## src/rtl/fetch_pkg.sv

```systemverilog
// fetch_pkg: shared fetch-stage constants and the buffered {pc, instr} entry type
package fetch_pkg;
  localparam int WORD_BITWIDTH = 32;
  localparam logic [WORD_BITWIDTH-1:0] RESET_PC = 32'h0000_0000;
  localparam logic [WORD_BITWIDTH-1:0] PC_STEP = 32'd4;
  localparam logic [WORD_BITWIDTH-1:0] NOP_INSTR = 32'h0000_0013;
  typedef struct packed {
    logic [WORD_BITWIDTH-1:0] pc;
    logic [WORD_BITWIDTH-1:0] instr;
  } fetch_entry_t;
endpackage

```

## src/rtl/fetch_fifo.sv

```systemverilog
// fetch_fifo: synchronous FIFO (push/pop/flush, count/full/empty), flush beats push and pop
module fetch_fifo #(
  parameter int WIDTH = 64,
  parameter int DEPTH = 4
) (
  input  logic                     clk,
  input  logic                     rst,
  input  logic                     push,
  input  logic                     pop,
  input  logic                     flush,
  input  logic [WIDTH-1:0]         wr_data,
  output logic [WIDTH-1:0]         rd_data,
  output logic [$clog2(DEPTH):0]   count,
  output logic                     full,
  output logic                     empty
);
  localparam int AW = $clog2(DEPTH);
  logic [WIDTH-1:0] mem [DEPTH];
  logic [AW-1:0] wr_ptr, rd_ptr;
  logic do_push, do_pop;
  assign full = count == (AW+1)'(DEPTH);
  assign empty = count == '0;
  assign do_pop = pop && !empty;
  assign do_push = push && (!full || do_pop);
  assign rd_data = empty ? '0 : mem[rd_ptr];
  always_ff @(posedge clk)
    if (do_push && !flush) mem[wr_ptr] <= wr_data;
  always_ff @(posedge clk)
    if (rst || flush) begin
      wr_ptr <= '0;
      rd_ptr <= '0;
      count <= '0;
    end else begin
      wr_ptr <= do_push ? wr_ptr + 1'b1 : wr_ptr;
      rd_ptr <= do_pop ? rd_ptr + 1'b1 : rd_ptr;
      count <= count + (AW+1)'(do_push) - (AW+1)'(do_pop);
    end
endmodule

```

## src/rtl/instruction_fetch.sv

```systemverilog
// instruction_fetch: PC owner issuing imem requests, buffering {pc, instr} for decode, dropping wrong-path responses on redirect
module instruction_fetch #(
  parameter int WORD_BITWIDTH = fetch_pkg::WORD_BITWIDTH,
  parameter logic [WORD_BITWIDTH-1:0] RESET_PC = fetch_pkg::RESET_PC,
  parameter int FIFO_DEPTH = 4
) (
  input  logic                     clk,
  input  logic                     rst,
  output logic                     imem_req_valid,
  input  logic                     imem_req_ready,
  output logic [WORD_BITWIDTH-1:0] imem_req_addr,
  input  logic                     imem_resp_valid,
  input  logic [WORD_BITWIDTH-1:0] imem_resp_data,
  input  logic                     redirect_valid,
  input  logic [WORD_BITWIDTH-1:0] redirect_pc,
  output logic                     if_valid,
  input  logic                     if_ready,
  output logic [WORD_BITWIDTH-1:0] if_pc,
  output logic [WORD_BITWIDTH-1:0] if_instruction
);
  import fetch_pkg::*;
  localparam int CW = $clog2(FIFO_DEPTH) + 1;
  localparam logic [WORD_BITWIDTH-1:0] STEP = WORD_BITWIDTH'(PC_STEP);
  logic [WORD_BITWIDTH-1:0] pc, resp_pc, target;
  logic [2*WORD_BITWIDTH-1:0] rd_data;
  logic [CW-1:0] outstanding, drop_cnt, count, remaining;
  logic full, empty, req_fire, push, pop;
  assign target = redirect_pc & ~WORD_BITWIDTH'(3);
  assign imem_req_valid = !rst && !redirect_valid && ({1'b0, outstanding} + {1'b0, count} < (CW+1)'(FIFO_DEPTH));
  assign imem_req_addr = pc;
  assign req_fire = imem_req_valid && imem_req_ready;
  assign push = imem_resp_valid && !redirect_valid && drop_cnt == '0;
  assign pop = if_valid && if_ready;
  assign if_valid = !empty;
  assign {if_pc, if_instruction} = rd_data;
  assign remaining = outstanding - CW'(imem_resp_valid);
  fetch_fifo #(.WIDTH(2*WORD_BITWIDTH), .DEPTH(FIFO_DEPTH)) u_fifo (
    .clk(clk),
    .rst(rst),
    .push(push),
    .pop(pop),
    .flush(redirect_valid),
    .wr_data({resp_pc, imem_resp_data}),
    .rd_data(rd_data),
    .count(count),
    .full(full),
    .empty(empty)
  );
  always_ff @(posedge clk)
    if (rst) begin
      pc <= RESET_PC;
      resp_pc <= RESET_PC;
      outstanding <= '0;
      drop_cnt <= '0;
    end else if (redirect_valid) begin
      pc <= target;
      resp_pc <= target;
      outstanding <= remaining;
      drop_cnt <= remaining;
    end else begin
      pc <= req_fire ? pc + STEP : pc;
      resp_pc <= push ? resp_pc + STEP : resp_pc;
      outstanding <= outstanding + CW'(req_fire) - CW'(imem_resp_valid);
      drop_cnt <= (imem_resp_valid && drop_cnt != '0) ? drop_cnt - CW'(1) : drop_cnt;
    end
  assert property (@(posedge clk) disable iff (rst) !(push && full && !pop));
endmodule

```

## config.mk

```make
export PLATFORM = sky130hd
export DESIGN_NAME = instruction_fetch
export DESIGN_NICKNAME = d
export VERILOG_FILES = /design/src/rtl/fetch_pkg.sv /design/src/rtl/fetch_fifo.sv /design/src/rtl/instruction_fetch.sv
export SDC_FILE = /design/constraint.sdc
export NUM_CORES = 1
export LEC_CHECK = 0
export CAP_MARGIN = 20
export CORE_AREA = 2 2 163 165
export DETAILED_ROUTE_END_ITERATION = 7
export DIE_AREA = 0 0 165 167
export PLACE_DENSITY = 0.78
export SLEW_MARGIN = 30
export SYNTH_ARGS = -nofsm -noshare
export SYNTH_HDL_FRONTEND = slang
export SYNTH_HIERARCHICAL = 1
export SYNTH_SLANG_ARGS = --single-unit
export TNS_END_PERCENT = 20
```

## constraint.sdc

```tcl
create_clock -name clk -period 23.1 [get_ports clk]
set_input_delay 4.62 -clock clk [delete_from_list [all_inputs] [get_ports clk]]
set_output_delay 4.62 -clock clk [all_outputs]
set_load 0.1 [all_outputs]
```

==> tab_implementation.tex, run 1 <==
\begin{tabular}{lr}
\hline
Metric & Value \\
\hline
\multicolumn{2}{l}{\textbf{Floorplan}} \\
Number of cell rows & 59 \\
Core region area & 0.0258 mm² \\
Width of the die & 165 µm \\
Die outline area & 0.0276 mm² \\
Initial Util & 0.545 \\
Number of primary I/O pins & 168 \\
DIE HEIGHT & 167 µm \\
\multicolumn{2}{l}{\textbf{Worst setup path}} \\
CP max FO & 64 \\
CP Launch Point & rst \\
Data arrival time of the critical path & 6.64 ns \\
Req. time, crit path & 18.48 ns \\
Startpoint Class & input port \\
Crit path kind & in -> out \\
Critical Path Sink Type & output port \\
Worst reg2reg startpoint & u\_fifo/count[2] \\
\multicolumn{2}{l}{\textbf{Cells and area}} \\
Most common cell after layout, fill and taps aside & edfxtp\_1 \\
Post-layout utilization of the core & 0.659 \\
Antenna diodes & 0 \\
Cell Count, Final, Fillers Out & 1,457 \\
Layout cell share with drive strength beyond 1 & 0.142 \\
Most frequent cells in the layout & 256 x edfxtp\_1, 153 x clkdlybuf4s50\_1, 73 x dfxtp\_1, 65 x nor2b\_1, 64 x mux4\_2 \\
Total number of nets in the final design & 1,186 \\
Synth-to-layout area growth & 20.8\% \\
\multicolumn{2}{l}{\textbf{CTS}} \\
TritonCTS clock tree & built \\
Skew-Pair Late Insertion Delay & 0.50 ns \\
Largest buffer count on any clock path & 3 \\
Number of setup buffers added after CTS & 0 \\
Buffer cell driving the clock tree root & clkbuf\_16 \\
Hold buffer count at cts & 0 \\
Sinks on the clock net & 331 \\
Number of levels the H-tree was split into & 2 \\
Number of resized instances in the post-cts repair step & 0 \\
Clock input transition at the sequential cells of the worst setup and hold paths & 0.06 ns \\
Number of clock buffers inserted by TritonCTS & 34 \\
\multicolumn{2}{l}{\textbf{STA}} \\
Setup violation total in the final timing report & 0 \\
Maximum achievable frequency & 0.0888 GHz \\
Worst Slack Setup Final & 11.84 ns \\
Worst slew slack as a fraction of its limit & 0.316 \\
Worst clock skew on the final layout & 0.0169 ns \\
Slew at the pin closest to its max-slew limit & 1.02 ns \\
Unrepaired setup endpoints after global routing & false \\
Final number of max-transition violations & 0 \\
Accumulated negative setup slack & 0 ns \\
Final worst-path cycle share & 0.488 \\
Shortest clock period the worst path allows after layout & 11.26 ns \\
Final hold violations & 0 \\
\multicolumn{2}{l}{\textbf{Place}} \\
\# placed instances & 1,398 \\
Dpl hpwl & 17.0 mm \\
Quantity of I/O buffers inserted on ports & 163 \\
Final estimated routing congestion in global placement & 0.846 \\
Placement Setup Slack & 11.80 ns \\
\multicolumn{2}{l}{\textbf{Global routing}} \\
Number of antenna violations at the first check in global routing & 2 \\
Via count of the first global-routing pass & 8,514 \\
Wire length of the first global-routing pass & 45.2 mm \\
Pin count of the biggest net entering global routing & 67 \\
Overall overflow remaining after global route & 0 \\
GRT Overall Usage & 0.210 \\
\multicolumn{2}{l}{\textbf{Synth}} \\
Post-synthesis cell area & 0.0140 mm² \\
Yosys warnings & 6 \\
Gate count after technology mapping & 934 \\
Post-synthesis average cell area & 15.0 µm² \\
\multicolumn{2}{l}{\textbf{Route}} \\
Routed Antenna Nets & 0 \\
Drt total wl & 28.7 mm \\
DRC Markers & 0 \\
Routed WL per cell & 19.7 µm \\
DRT iter0 DRCs & 607 \\
Per-cell via count in the routed design & 5.85 \\
Overall via count from detail\_route & 8,522 \\
Iteration count of the initial detailed-routing pass & 5 \\
\multicolumn{2}{l}{\textbf{Outcome}} \\
Result of the run & complete, no violations \\
\multicolumn{2}{l}{\textbf{Pwr}} \\
Design Power & 1330 µW \\
Total power density per cell area & 78.6 mW/mm² \\
Static leakage power & 0.00549 µW \\
Worst voltage drop across the vdd grid & 0.0502 mV \\
\multicolumn{2}{l}{\textbf{Hold path}} \\
Worst min-delay path class & reg -> reg \\
Startpoint of the tightest hold check path & u\_fifo/wr\_ptr[0] \\
\multicolumn{2}{l}{\textbf{Job}} \\
Count of max-cap constraint violations & 0 \\
\hline
\end{tabular}
critical path, cell delays in order:
cell and delay [ns]:
buf_2 0.10, buf_4 0.31, nor3_1 0.27, and3_1 0.20, clkdlybuf4s50_1 1.13
registers in the layout, summed over array words and instances, names as in the netlist, named ones only:
name and cells:
resp_pc 30, drop_cnt 3, imem_req_addr 30, outstanding 3
u_fifo/mem 256, u_fifo/count 3, u_fifo/wr_ptr 2, u_fifo/rd_ptr 2
worst paths after layout:
kind,end,slack (ns),cells past startpoint
worst min-delay path,u_fifo/wr_ptr[0],0.50,2
worst max-delay path,imem_req_valid,11.84,5
worst max register to register,outstanding[2],19.36,12
worst min register to register,u_fifo/wr_ptr[0],0.50,2
per-stage QoR:
stage | instance area (µm²) | hold WS [ns]
after global placement | 15900 | 0.487
final | 17000 | 0.504
after CTS | 17000 | 0.506
after floorplan | 14100 | 0.471
after detailed placement | 15900 | 0.497
after global routing | 17000 | 0.543
layout make-up:
type / count / area (µm²)
Sequential cell: 331 / 9190
Fill cell: 1841 / 8800
Multi-Input combinational cell: 536 / 4500
Timing Repair Buffer: 174 / 1670
Clock buffer: 44 / 920
Tap cell: 335 / 419
Clock inverter: 15 / 180
Inverter: 22 / 82.6
per-layer routing:
layer / vias up / GRT usage / part of all wire
li1: 3918 / - / -
met1: 4184 / 0.301 / 0.43
met2: 370 / 0.336 / 0.48
met3: 46 / 0.0364 / 0.077
met4: 4 / 0.0571 / 0.018
met5: - / 0 / 0.00094
power breakdown:
part / switching (µW) / internal, µW / leakage, µW
Clock: 212 / 326 / 0.000535
Combinational: 85.5 / 39.8 / 0.00201
Sequential: 15.5 / 655 / 0.00294
Power figures use the tool's default switching activity.
==> run 2: changes to the inputs <==
- clock period: 23.1 -> 10.6 ns (I/O delays scaled with it)
==> run 2 against run 1 <==
  * Cell count up 0.21%
  * Register-to-register slack worse by 12 ns
  * Critical path depth stayed put
  * Sequential share of layout area is 0.22 points lower
  * Worst setup slack lost 7.5 ns
  * Highest routed layer unchanged
  * Count of clock-buffer cells in the layout grew 1
  * Die area unchanged
  * First-iteration DRC count is 10% higher
  * Power grew 120%
  * Via count fell by 1.6%
==> tab_implementation.tex, run 2 (synthesized netlist as in run 1, its figures left out) <==
\begin{tabular}{lr}
\hline
Metric & Value \\
\hline
\multicolumn{2}{l}{\textbf{Pwr}} \\
Worst voltage drop across the vdd grid & 0.116 mV \\
Static leakage power & 0.00552 µW \\
Design Power & 2910 µW \\
Total power density per cell area & 171 mW/mm² \\
\multicolumn{2}{l}{\textbf{CTS}} \\
Number of setup buffers added after CTS & 0 \\
Buffer cell driving the clock tree root & clkbuf\_16 \\
Skew-Pair Late Insertion Delay & 0.50 ns \\
Largest buffer count on any clock path & 3 \\
Sinks on the clock net & 331 \\
Number of clock buffers inserted by TritonCTS & 34 \\
Number of levels the H-tree was split into & 2 \\
Hold buffer count at cts & 0 \\
Clock input transition at the sequential cells of the worst setup and hold paths & 0.06 ns \\
Number of resized instances in the post-cts repair step & 0 \\
TritonCTS clock tree & built \\
\multicolumn{2}{l}{\textbf{Place}} \\
\# placed instances & 1,398 \\
Quantity of I/O buffers inserted on ports & 163 \\
Dpl hpwl & 16.8 mm \\
Placed inst area & 0.0159 mm² \\
Final estimated routing congestion in global placement & 0.831 \\
\multicolumn{2}{l}{\textbf{STA}} \\
Unrepaired setup endpoints after global routing & false \\
Final number of max-transition violations & 0 \\
Shortest clock period the worst path allows after layout & 6.28 ns \\
Post-route worst hold slack & 0.519 ns \\
Worst slew slack as a fraction of its limit & 0.307 \\
Worst clock skew on the final layout & 0.0143 ns \\
Accumulated negative setup slack & 0 ns \\
Maximum achievable frequency & 0.159 GHz \\
Final hold violations & 0 \\
Setup violation total in the final timing report & 0 \\
Final worst-path cycle share & 0.593 \\
Slew at the pin closest to its max-slew limit & 1.04 ns \\
\multicolumn{2}{l}{\textbf{Worst setup path}} \\
Startpoint Class & input port \\
Worst reg2reg startpoint & u\_fifo/count[2] \\
Reg2reg end & outstanding[2] \\
FF-to-FF path depth & 12 \\
Data arrival time of the critical path & 4.16 ns \\
Worst reg2reg setup slack & 6.89 ns \\
Req. time, crit path & 8.48 ns \\
Crit path kind & in -> out \\
CP max FO & 64 \\
Critical Path Sink Type & output port \\
\multicolumn{2}{l}{\textbf{Route}} \\
Per-cell via count in the routed design & 5.74 \\
Routed WL per cell & 19.2 µm \\
DRT iter0 DRCs & 668 \\
Drt total wl & 28.0 mm \\
Overall via count from detail\_route & 8,386 \\
Routed Antenna Nets & 0 \\
Iteration count of the initial detailed-routing pass & 5 \\
DRC Markers & 0 \\
\multicolumn{2}{l}{\textbf{Cells and area}} \\
Layout cell share with drive strength beyond 1 & 0.143 \\
Most frequent cells in the layout & 256 x edfxtp\_1, 155 x clkdlybuf4s50\_1, 73 x dfxtp\_1, 65 x nor2b\_1, 64 x mux4\_2 \\
Most common cell after layout, fill and taps aside & edfxtp\_1 \\
Fill cells & 1,778 \\
Antenna diodes & 0 \\
Synth-to-layout area growth & 21.3\% \\
Cell Count, Final, Fillers Out & 1,460 \\
Total number of nets in the final design & 1,187 \\
Final Cell Area & 0.0170 mm² \\
Largest Register & u\_fifo/mem \\
Max reg flops & 256 \\
\multicolumn{2}{l}{\textbf{Global routing}} \\
Number of antenna violations at the first check in global routing & 1 \\
Wire length of the first global-routing pass & 43.6 mm \\
GRT Overall Usage & 0.201 \\
Pin count of the biggest net entering global routing & 67 \\
Via count of the first global-routing pass & 8,167 \\
Overall overflow remaining after global route & 0 \\
\multicolumn{2}{l}{\textbf{Floorplan}} \\
DIE HEIGHT & 167 µm \\
Number of cell rows & 59 \\
Width of the die & 165 µm \\
Die outline area & 0.0276 mm² \\
Initial Util & 0.545 \\
Core region area & 0.0258 mm² \\
Number of primary I/O pins & 168 \\
\multicolumn{2}{l}{\textbf{Hold path}} \\
End point of the worst hold path & u\_fifo/wr\_ptr[0] \\
Hold depth & 2 \\
Startpoint of the tightest hold check path & u\_fifo/wr\_ptr[0] \\
Worst min-delay path class & reg -> reg \\
\multicolumn{2}{l}{\textbf{Job}} \\
Count of max-cap constraint violations & 0 \\
\multicolumn{2}{l}{\textbf{Outcome}} \\
Result of the run & complete, no violations \\
\hline
\end{tabular}
run 2: area by class of cell:
type                            instances  area, µm²  share of cell area
Sequential cell                       331       9190               0.540
Multi-Input combinational cell        536       4500               0.264
Timing Repair Buffer                  175       1710               0.100
Clock buffer                           45        976              0.0573
Tap cell                              335        419              0.0246
Clock inverter                         16        155             0.00911
Inverter                               22       82.6             0.00485
run 2: worst max-delay path, cell delays in order:
cell,delay (ns)
buf_2,0.09
buf_4,0.30
nor3_1,0.29
and3_1,0.20
clkdlybuf4s50_1,1.13
run 2: worst max-delay path by stage:
stage | from | slack, ns | to
3_5_place_dp | rst | 4.29 | imem_req_valid
4_1_cts | rst | 4.28 | imem_req_valid
3_3_place_gp | rst | 4.29 | imem_req_valid
2_1_floorplan | redirect_valid | 2.25 | u_fifo/mem[1][0]
6_report | rst | 4.32 | imem_req_valid
5_1_grt | rst | 4.20 | imem_req_valid
run 2: stage by stage:
| step | utilization | setup WS, ns |
|---|---|---|
| final | 0.661 | 4.32 |
| after global placement | 0.617 | 4.29 |
| after CTS | 0.660 | 4.28 |
| after global routing | 0.661 | 4.20 |
| after detailed placement | 0.616 | 4.29 |
| after floorplan | - | 2.25 |
run 2: power breakdown:
part,internal (µW),switching [µW],leakage (µW)
Sequential,1430,33.6,0.00294
Combinational,87.0,185,0.00202
Clock,722,460,0.000556
Total,2240,678,0.00552
run 2: per-layer routing:
| metal | global-route usage | share of wire | up-vias |
|---|---|---|---|
| met5 | 0 | 0.00057 | - |
| met4 | 0.0435 | 0.012 | 2 |
| met3 | 0.0341 | 0.067 | 30 |
| met2 | 0.322 | 0.47 | 307 |
| met1 | 0.293 | 0.45 | 4120 |
| li1 | - | - | 3927 |
==> run 3: changes to the inputs <==
- clock period: 10.6 -> 6 ns (I/O delays scaled with it)
==> run 3 against run 2 <==
  * Worst setup slack got worse by 2.8 ns
  * Sequential share of layout area is essentially flat
  * Cell count stayed put
  * Critical endpoint is now if_instruction[28]
==> tab_implementation.tex, run 3 (synthesized netlist as in run 1, its figures left out) <==
\begin{tabular}{lr}
\hline
Metric & Value \\
\hline
\multicolumn{2}{l}{\textbf{Floorplan}} \\
Width of the die & 165 µm \\
Number of cell rows & 59 \\
Initial Util & 0.545 \\
DIE HEIGHT & 167 µm \\
Number of primary I/O pins & 168 \\
Die outline area & 0.0276 mm² \\
Core region area & 0.0258 mm² \\
\multicolumn{2}{l}{\textbf{Route}} \\
Met3 Wirelength & 1.73 mm \\
Drt total wl & 28.1 mm \\
Routed Antenna Nets & 0 \\
Highest routing layer actually used & met5 \\
Routed WL per cell & 19.3 µm \\
Per-cell via count in the routed design & 5.74 \\
DRT iter0 DRCs & 548 \\
Iteration count of the initial detailed-routing pass & 5 \\
DRC Markers & 0 \\
Overall via count from detail\_route & 8,383 \\
Routed wl met2 & 13.7 mm \\
Routed length on met1 & 12.4 mm \\
\multicolumn{2}{l}{\textbf{STA}} \\
Accumulated negative setup slack & 0 ns \\
Worst Slack Setup Final & 1.54 ns \\
Final number of max-transition violations & 0 \\
Final worst-path cycle share & 0.744 \\
Slew at the pin closest to its max-slew limit & 1.04 ns \\
Worst clock skew on the final layout & 0.0145 ns \\
Unrepaired setup endpoints after global routing & false \\
Final hold violations & 0 \\
Worst slew slack as a fraction of its limit & 0.304 \\
Shortest clock period the worst path allows after layout & 4.46 ns \\
Setup violation total in the final timing report & 0 \\
Maximum achievable frequency & 0.224 GHz \\
\multicolumn{2}{l}{\textbf{Cells and area}} \\
Synth-to-layout area growth & 21.3\% \\
Total number of nets in the final design & 1,187 \\
Layout cell share with drive strength beyond 1 & 0.142 \\
Antenna diodes & 0 \\
Most common cell after layout, fill and taps aside & edfxtp\_1 \\
Final Cell Area & 0.0170 mm² \\
Most frequent cells in the layout & 256 x edfxtp\_1, 154 x clkdlybuf4s50\_1, 73 x dfxtp\_1, 65 x nor2b\_1, 64 x mux4\_2 \\
Max reg flops & 256 \\
Post-layout utilization of the core & 0.661 \\
Largest Register & u\_fifo/mem \\
\multicolumn{2}{l}{\textbf{Global routing}} \\
Pin count of the biggest net entering global routing & 67 \\
GRT Overall Usage & 0.204 \\
Number of antenna violations at the first check in global routing & 1 \\
Overall overflow remaining after global route & 0 \\
Wire length of the first global-routing pass & 43.8 mm \\
Via count of the first global-routing pass & 8,187 \\
\multicolumn{2}{l}{\textbf{Place}} \\
Placed inst area & 0.0159 mm² \\
Final estimated routing congestion in global placement & 0.841 \\
Quantity of I/O buffers inserted on ports & 163 \\
Dpl hpwl & 16.9 mm \\
Placement Setup Slack & 1.88 ns \\
\multicolumn{2}{l}{\textbf{CTS}} \\
Clock input transition at the sequential cells of the worst setup and hold paths & 0.06 ns \\
Number of setup buffers added after CTS & 0 \\
Sinks on the clock net & 331 \\
Number of resized instances in the post-cts repair step & 0 \\
Number of levels the H-tree was split into & 2 \\
Hold buffer count at cts & 0 \\
Buffer cell driving the clock tree root & clkbuf\_16 \\
Largest buffer count on any clock path & 3 \\
TritonCTS clock tree & built \\
Skew-Pair Late Insertion Delay & 0.50 ns \\
Number of clock buffers inserted by TritonCTS & 34 \\
\multicolumn{2}{l}{\textbf{Job}} \\
Count of max-cap constraint violations & 0 \\
\multicolumn{2}{l}{\textbf{Pwr}} \\
Clock Power Share & 0.406 \\
Combinational group share of total power & 0.093 \\
Sequential cell fraction of total power & 0.500 \\
Total power density per cell area & 303 mW/mm² \\
Design Power & 5160 µW \\
Sw Ratio & 0.231 \\
Worst voltage drop across the vdd grid & 0.184 mV \\
Internal power & 3970 µW \\
Static leakage power & 0.00552 µW \\
Net switching power of the design & 1190 µW \\
\multicolumn{2}{l}{\textbf{Worst setup path}} \\
Crit path kind & reg -> out \\
Req. time, crit path & 4.80 ns \\
CP max FO & 37 \\
Startpoint Class & register \\
FF-to-FF path depth & 13 \\
Critical Path Sink Type & output port \\
Data arrival time of the critical path & 3.26 ns \\
\multicolumn{2}{l}{\textbf{Outcome}} \\
Result of the run & complete, no violations \\
\multicolumn{2}{l}{\textbf{Hold path}} \\
Hold depth & 2 \\
Worst min-delay path class & reg -> reg \\
\hline
\end{tabular}
run 3: changes by cell type in the layout (fill, tap and decap cells not counted), sizes merged:
cell           delta
clkbuf            +3
buf               +1
inv               -1
clkinv            -2
clkdlybuf4s50     -1
run 3: area by class of cell:
class | count | area, µm²
sequential | 331 | 9190
fill | 1797 | 8720
multi-input combinational | 536 | 4500
timing repair buffer | 175 | 1710
clock buffer | 48 | 998
tap | 335 | 419
clock inverter | 13 | 139
inverter | 22 | 82.6
run 3: path summary, 6_finish.rpt:
check	start	slack (ns)	endpoint
hold reg to reg	u_fifo/wr_ptr[0]	0.50	u_fifo/wr_ptr[0]
setup / recovery	register	1.54	if_instruction[28]
setup reg to reg	u_fifo/count[2]	2.70	outstanding[2]
hold / removal	u_fifo/wr_ptr[0]	0.50	u_fifo/wr_ptr[0]
run 3: metal layers:
| layer | global-route usage | up-vias |
|---|---|---|
| met4 | 0.0454 | 2 |
| met3 | 0.0369 | 29 |
| met5 | 0 | - |
| met1 | 0.292 | 4165 |
| met2 | 0.330 | 264 |
| li1 | - | 3923 |
run 3: per-stage QoR:
step	hold WS [ns]	cells
after CTS	0.508	1460
after global placement	0.488	1399
final	0.501	1460
after detailed placement	0.499	1399
after global routing	0.537	1460
after floorplan	0.471	943
run 3: power groups by stage:
stage | Sequential (µW) | Clock (µW) | Combinational, µW
5_1_grt | 2590 | 2230 | 512
3_5_place_dp | 2630 | 0 | 483
4_1_cts | 2580 | 2140 | 486
6_report | 2580 | 2100 | 482
3_3_place_gp | 2630 | 0 | 478
2_1_floorplan | 2700 | 0 | 250
run 3: worst max-delay path, stage by stage, from the launching register on:
cell and delay (ns):
dfxtp_2 0.83, buf_12 0.31, mux4_2 0.26, nor2b_1 0.15
clkdlybuf4s50_1 1.17
